File: config.mk
export PLATFORM = sky130hd
export DESIGN_NAME = mac_operand_fifo
export DESIGN_NICKNAME = d
export VERILOG_FILES = /design/src/rtl/mac_pkg.sv /design/src/rtl/mac_fifo_mem.sv /design/src/rtl/mac_operand_fifo.sv
export SDC_FILE = /design/constraint.sdc
export NUM_CORES = 1
export LEC_CHECK = 0
export CORE_MARGIN = 3
export CORE_UTILIZATION = 30
export DETAILED_ROUTE_END_ITERATION = 8
export SYNTH_ARGS = -nofsm -noshare
export SYNTH_HDL_FRONTEND = slang
export SYNTH_HIERARCHICAL = 1
export SYNTH_SLANG_ARGS = --single-unit
File: constraint.sdc
create_clock -name clk -period 5.6 [get_ports clk]
set_input_delay 1.12 -clock clk [delete_from_list [all_inputs] [get_ports clk]]
set_output_delay 1.12 -clock clk [all_outputs]
set_load 0.01 [all_outputs]
File: src/rtl/mac_pkg.sv
// rtl/mac_pkg.sv - shared constants and operand types for the MAC datapath
//
// Purpose: constants and types shared by mac_operand_fifo and part1_mac.
//   DATA_W         operand width (signed), matches MAC a/b inputs
//   ACC_W          MAC accumulator width
//   operand_pair_t one {a, b} operand pair as stored in the FIFO
package mac_pkg;

  localparam int DATA_W = 10;
  localparam int ACC_W  = 20;

  typedef struct packed {
    logic signed [DATA_W-1:0] a;
    logic signed [DATA_W-1:0] b;
  } operand_pair_t;

endpackage

File: src/rtl/mac_fifo_mem.sv
// rtl/mac_fifo_mem.sv - operand pair storage array for mac_operand_fifo
//
// Purpose: DEPTH-entry register array, one synchronous write port and one
// asynchronous read port. Storage is deliberately not reset; validity of
// each entry is tracked by the owning FIFO's pointers and count.
// Ports:
//   clk    in   clock
//   we     in   write enable
//   waddr  in   write address
//   wdata  in   write data (W bits)
//   raddr  in   read address
//   rdata  out  read data, combinational from raddr
module mac_fifo_mem #(
  parameter int W     = 20,
  parameter int DEPTH = 8
) (
  input  logic                     clk,
  input  logic                     we,
  input  logic [$clog2(DEPTH)-1:0] waddr,
  input  logic [W-1:0]             wdata,
  input  logic [$clog2(DEPTH)-1:0] raddr,
  output logic [W-1:0]             rdata
);

  logic [W-1:0] mem [DEPTH];

  always_ff @(posedge clk) begin
    if (we) begin
      mem[waddr] <= wdata;
    end
  end

  assign rdata = mem[raddr];

endmodule

File: src/rtl/mac_operand_fifo.sv
// rtl/mac_operand_fifo.sv - buffered operand pair source feeding part1_mac
//
// Purpose: accepts signed (a, b) pairs via valid/ready, stores up to DEPTH
// of them and replays them in order onto registered MAC inputs, honouring a
// downstream stall. No bypass: a pair pushed into an empty buffer is popped
// at the following edge at the earliest.
// Ports:
//   clk        in   clock, rising edge
//   reset      in   synchronous active-high reset
//   a_in/b_in  in   operand pair from producer
//   valid_in   in   producer presents a pair
//   ready_out  out  pair can be accepted this cycle
//   stall_in   in   downstream hold, blocks pops
//   a_out/b_out out registered operands to MAC a/b
//   valid_out  out  registered, one cycle per popped pair
//   count      out  number of stored pairs
module mac_operand_fifo
  import mac_pkg::*;
#(
  parameter int WIDTH = DATA_W,
  parameter int DEPTH = 8
) (
  input  logic                       clk,
  input  logic                       reset,
  input  logic [WIDTH-1:0]           a_in,
  input  logic [WIDTH-1:0]           b_in,
  input  logic                       valid_in,
  output logic                       ready_out,
  input  logic                       stall_in,
  output logic [WIDTH-1:0]           a_out,
  output logic [WIDTH-1:0]           b_out,
  output logic                       valid_out,
  output logic [$clog2(DEPTH+1)-1:0] count
);

  localparam int AW = $clog2(DEPTH);
  localparam int CW = $clog2(DEPTH+1);
  localparam logic [CW-1:0] FULL_COUNT = CW'(DEPTH);

  logic [AW-1:0]      wr_ptr;
  logic [AW-1:0]      rd_ptr;
  logic [2*WIDTH-1:0] head_pair;
  logic               push;
  logic               pop;

  // Full blocks a push even when a pop frees a slot in the same cycle:
  // ready_out is driven only from registered count, never from the pop path.
  assign ready_out = !reset && (count != FULL_COUNT);
  assign push      = valid_in && ready_out;
  assign pop       = (count != '0) && !stall_in;

  mac_fifo_mem #(
    .W     (2*WIDTH),
    .DEPTH (DEPTH)
  ) u_mem (
    .clk   (clk),
    .we    (push),
    .waddr (wr_ptr),
    .wdata ({a_in, b_in}),
    .raddr (rd_ptr),
    .rdata (head_pair)
  );

  always_ff @(posedge clk) begin
    if (reset) begin
      wr_ptr    <= '0;
      rd_ptr    <= '0;
      count     <= '0;
      valid_out <= 1'b0;
      a_out     <= '0;
      b_out     <= '0;
    end else begin
      if (push) begin
        wr_ptr <= wr_ptr + 1'b1;
      end
      if (pop) begin
        rd_ptr <= rd_ptr + 1'b1;
        a_out  <= head_pair[2*WIDTH-1:WIDTH];
        b_out  <= head_pair[WIDTH-1:0];
      end
      valid_out <= pop;
      case ({push, pop})
        2'b10:   count <= count + 1'b1;
        2'b01:   count <= count - 1'b1;
        default: count <= count;
      endcase
    end
  end

endmodule

# Word level (Yosys, flattened, before mapping)

Memory sizes are Yosys's and may differ from the RTL's. A register that Yosys moved wholly into a read port is not among the register bits.
Index checks and enable logic that the tools add are counted.
Widths: inputs -> output; s select.

Reductions and logical operators: 7
Muxes and demuxes: 3
Equal/unequal tests: 3
Add/subtract/negate cells: 4

Operators with widths:

| kind                | number |
|---|---|
| $pmux 4 s2          | 1 |
| $add 3x1->3 const B | 2 |
| $add 4x1->4 const B | 1 |
| $ne 4x4->1 const B  | 1 |
| $reduce_bool 4->1   | 1 |
| $sub 4x1->4 const B | 1 |
| $logic_and 1x1->1   | 3 |
| $eq 2x1->1 const B  | 1 |
| $eq 2x2->1 const B  | 1 |
| $logic_not 1->1     | 2 |
| $mux 1              | 2 |
| $reduce_bool 2->1   | 1 |

Word-level logic and storage cells: 22
Register bits after elaboration: 11
Memories kept: 1
Bits in writable memories: 160
Input bits: 24
Output and inout bits: 26

Memories:

| memory    | words | bits a word | rd ports | clocked after Yosys merged registers in | write ports | RTL line           | source |
|---|---|---|---|---|---|---|---|
| u_mem.mem | 8     | 20          | 1        | 1                                       | 1           | mac_fifo_mem.sv:25 | `logic [W-1:0] mem [DEPTH];` |

# Depth between registers and ports, before layout

Depth after elaboration: 5
Mapped depth: 12
Mapped depth without buffers: 10

# By module

Netlist, hierarchy kept.

Modules (own cells, without submodules):

| module           | times used | seq. area each (µm²) | cells each | area an instance (µm²) |
|---|---|---|---|---|
| mac_fifo_mem     | 1          | 4,804.6              | 244        | 6,212.2 |
| mac_operand_fifo | 1          | 620.6                | 149        | 1,267.5 |

# Least setup slack after synthesis

No wires, ideal clock.

Kind: in2reg
From: input reset
To: memory u_mem.mem[0][0], enable pin
Required time: 5.178 ns
Path slack: 2.098 ns
Path buffers: 0
Cell stages on the path: 5
Setup time: 0.422 ns
Arrival: 3.080 ns
Cell sequence: nor2_1 -> nand2_1 -> inv_1 -> nand2b_1 -> nor3_1

Longest elaborated chain between the ends: 5

Ends and longest elaborated chain:

| what                         | RTL line               | source |
|---|---|---|
| from (decl)                  | mac_operand_fifo.sv:24 | `input logic reset,` |
| $logic_not 1->1              | mac_operand_fifo.sv:48 | `assign ready_out = !reset && (count != FULL_COUNT);` |
| $logic_and 1x1->1            | mac_operand_fifo.sv:48 |  |
| $logic_and 1x1->1            | mac_operand_fifo.sv:49 | `assign push = valid_in && ready_out;` |
| named net push               | mac_operand_fifo.sv:43 | `logic push;` |
| $mux 1                       | mac_fifo_mem.sv:28     | `if (we) begin` |
| $mux 1 (implied by the code) | mac_fifo_mem.sv:29     | `mem[waddr] <= wdata;` |
| to (decl)                    | mac_fifo_mem.sv:25     |  |

The timed path passes the listed nets, and every way through them passes these cells.

# Worst setup path after layout

From: input stall_in
To: register count[3]

Longest elaborated chain between the ends: 4
Elaborated cells between the ends (all ways): 6
Classes of those cells: eq/ne (2); mux (1); reduce/logical (3)

Ends and longest elaborated chain:

| what                                            | RTL line               | source |
|---|---|---|
| from (decl)                                     | mac_operand_fifo.sv:29 | `input logic stall_in,` |
| $logic_not 1->1 (*)                             | mac_operand_fifo.sv:50 | `assign pop = (count != '0) && !stall_in;` |
| $logic_and 1x1->1 (*)                           | mac_operand_fifo.sv:50 |  |
| $eq 2x1->1 or $eq 2x2->1 (tied branches)        | mac_operand_fifo.sv:82 | `case ({push, pop})` |
| $pmux 4 s2 or $reduce_bool 2->1 (tied branches) | n/a                    |  |
| to (signal assigned)                            | mac_operand_fifo.sv:83 | `2'b10: count <= count + 1'b1;` |
| to (signal assigned)                            | mac_operand_fifo.sv:84 | `2'b01: count <= count - 1'b1;` |
| to (signal assigned)                            | mac_operand_fifo.sv:85 | `default: count <= count;` |
| to (decl)                                       | mac_operand_fifo.sv:33 | `output logic [$clog2(DEPTH+1)-1:0] count` |

Every way passes the cells marked *; elsewhere a longest branch is shown, timed or not.
A chain may end at the register's enable or synchronous reset.

==> impl_metrics.env <==
export IMPL_dieArea_sq_um=26900
export IMPL_finalHoldViolations=0
export IMPL_sw_frac_of_total_pct=25.6
export IMPL_ys_warn_count=6
export IMPL_insertion_delay_ps=420
export IMPL_fmax_mhz=261
export IMPL_synth_area_sq_um=7480
export IMPL_grt_max_degree=42
export IMPL_num_rows=57
export IMPL_ys_ff_latch=191
export IMPL_crit_path_max_fanout=23
export IMPL_antenna_found_initial=1
export IMPL_layout_nets=478
export IMPL_critPathArrivalTime_ps=4170
export IMPL_synth_edf_count=160
export IMPL_p_comb_share_pct=18.6
export IMPL_setup_tns_ps=0
export IMPL_hold_path_cell_count=2
export IMPL_syn_nets=423
export IMPL_ys_flop_type="edfxtp_1"
export IMPL_area_growth_pct=19.2
export IMPL_seq_power_share_pct=48.1
export IMPL_start_kind="input pin"
export IMPL_die_w_um=164
export IMPL_dpl_worst_slack_ps=1330
export IMPL_clk_path_buf_depth=2
export IMPL_setup_slack_ps=1780
export IMPL_grt_pass1_wl_um=22600
export IMPL_hold_class="reg -> reg"
export IMPL_htree_levels=4
export IMPL_crit_path_end_kind="flop"
export IMPL_yosys_area_top_type_share_pct=64.2
export IMPL_ir_drop_uv=226
export IMPL_hold_buffers=0
export IMPL_rr_worst_depth=9
export IMPL_synth_area_per_cell_sq_um=19.0
export IMPL_clkPwrFrac_pct=33.4
export IMPL_totalWireLength_um=14700
export IMPL_p_int_w=0.00269
export IMPL_stdcell_count=785
export IMPL_skew_ps=6.03
export IMPL_die_height_um=164
export IMPL_dp_hpwl_um=8950
export IMPL_worst_pin_slew_ps=1350
export IMPL_hold_ws_ps=456
export IMPL_setup_viol=0
export IMPL_synth_distinct_cells=30
export IMPL_synth_area_leader_cell="edfxtp_1"
export IMPL_slew_viol_final=0
export IMPL_synthCells=393
export IMPL_cts_tree="built"
export IMPL_grt_ovfl_total=0
export IMPL_cts_sinks=191
export IMPL_worst_ep_required_time_ps=5950
export IMPL_yosysMostFrequentCell="edfxtp_1"
export IMPL_stdcell_area_sq_um=8910
export IMPL_first_pass_iters=4
export IMPL_slew_headroom_pct=9.90
export IMPL_placed_area_sq_um=8320
export IMPL_drive_above_1_share_pct=15.0
export IMPL_p_leak_nw=2.82
export IMPL_routabilityCongestion=0.690
export IMPL_num_vias=3653
export IMPL_vias_per_cell=4.65
export IMPL_clkTransAtPathRegs_ps=60
export IMPL_power_density_nw_per_um2=406
export IMPL_ctsResizeCount=0
export IMPL_root_buffer="clkbuf_16"
export IMPL_period_minus_slack_ps=3820
export IMPL_grt_pass1_vias=3861
export IMPL_core_sq_um=24400
export IMPL_synth_area_leaders="edfxtp_1 (64%), mux4_1 (14%), dfxtp_1 (8.3%), mux2_2 (3.0%), nand2_1 (2.3%)"
export IMPL_fin_crit_sh_pct=68.3
export IMPL_outcome="finished clean"
export IMPL_cap_violations=0
export IMPL_switchingPower_w=0.000927
export IMPL_dp_cells=753
export IMPL_grt_usage_pct=11.5
export IMPL_yosysSeqAreaShare_pct=72.5
export IMPL_initial_core_util_pct=30.7
export IMPL_drt_initial_drc_count=220
export IMPL_detail_route_wl_per_cell_um=18.7
export IMPL_rsz0062_at_grt="false"
export IMPL_ios=50
export IMPL_postCtsSetupRepairBufs=0
export IMPL_drc_errors=0
export IMPL_ant_nets=0
export IMPL_async_flop_share_pct=0
export IMPL_synth_common_cells="edfxtp_1 (160), nand2_1 (46), mux4_1 (40)"
export IMPL_num_antenna_cells=0
export IMPL_port_buffers=49
export IMPL_cts_made_buffers=17
export IMPL_worstSetupPathType="in -> reg"
## worst max-delay path, stage by stage
cell and delay [ps]:
clkdlybuf4s50_1 470, or2_1 700, inv_4 260, ha_1 310, ha_1 330, a21oi_1 200
a21oi_1 110, or4_1 490, a21oi_1 160
## final cells by class
type,instances,area (sq um)
flip-flops and latches,191,5430
fillers,2267,15500
multi-input cells,177,1920
inverters,5,21.3
clock buffers,19,433
well taps,324,405
clock inverters,13,161
repair buffers,56,543
## cell usage in the layout (no fill, tap or decap), drive strengths merged
cell type      Yosys  final
nor4               1      1
xnor2              4      4
clkinv             0      4
xor2               2      2
nor3               2      2
a21oi             26     26
buf               11      7
nor3b              1      1
clkbuf             9     19
dfxtp             31     31
nor4b              1      1
and4bb             1      1
edfxtp           160    160
nor2              17     17
or2                1      1
mux2              20     20
clkdlybuf4s50      0     49
nand3              1      1
o21ai              1      1
o31ai              1      1
ha                 5      5
bufinv             0      3
and3               1      1
clkinvlp           0      3
inv                5      8
fa                 1      1
mux4              40     40
nand2             46     46
or4                1      1
nand2b             4      4
## cells by family after synthesis
kind of cell / Yosys count / synth area share [%]
compound gates: 28 / 1.91
xor+xnor: 6 / 0.703
fa+ha+maj: 6 / 1.10
buf+inv: 25 / 2.11
flops: 191 / 72.5
mux: 60 / 17.1
simple gates: 77 / 4.58
## final timing paths
check	startpoint	endpoint	slack [ps]
hold / removal	a_out[3]$_SDFFE_PP0P_	a_out[3]$_SDFFE_PP0P_	460
setup reg to reg	count[0]$_SDFFE_PP0P_	count[3]$_SDFFE_PP0P_	2230
setup / recovery	stall_in	count[3]$_SDFFE_PP0P_	1780
hold reg to reg	a_out[3]$_SDFFE_PP0P_	a_out[3]$_SDFFE_PP0P_	460
## sequential cells by signal, summed over array words and instances (netlist names)
| signal | count |
|---|---|
| valid_out | 1 |
| a_out | 10 |
| rd_ptr | 3 |
| wr_ptr | 3 |
| b_out | 10 |
| count | 4 |
| u_mem/mem | 160 |
## layer usage
metal  share of wire, %  vias up  global-route usage (%)  wire length, um
met5              0.089        -                       0               13
met4                1.2        2                    3.58              176
met3                4.1       14                    3.56              603
met2                 49       77                    18.7             7240
met1                 45     1880                    14.8             6660
li1                   -     1680                       -                -
## stage by stage
step	total power (W)	utilization [%]
after global placement	0.00243	34.1
final	0.00362	36.5
after detailed placement	0.00245	34.1
after global routing	0.00378	36.5
after floorplan	0.00222	-
after CTS	0.00366	36.5
## power by group through the flow
stage / Combinational, W / Clock (W) / Sequential, W
6_report: 0.000672 / 0.00121 / 0.00174
5_1_grt: 0.000737 / 0.00129 / 0.00175
4_1_cts: 0.000682 / 0.00124 / 0.00174
3_5_place_dp: 0.000679 / 0 / 0.00177
3_3_place_gp: 0.000664 / 0 / 0.00177
2_1_floorplan: 0.000490 / 0 / 0.00173
No activity file was read; power rests on OpenSTA's default activity.
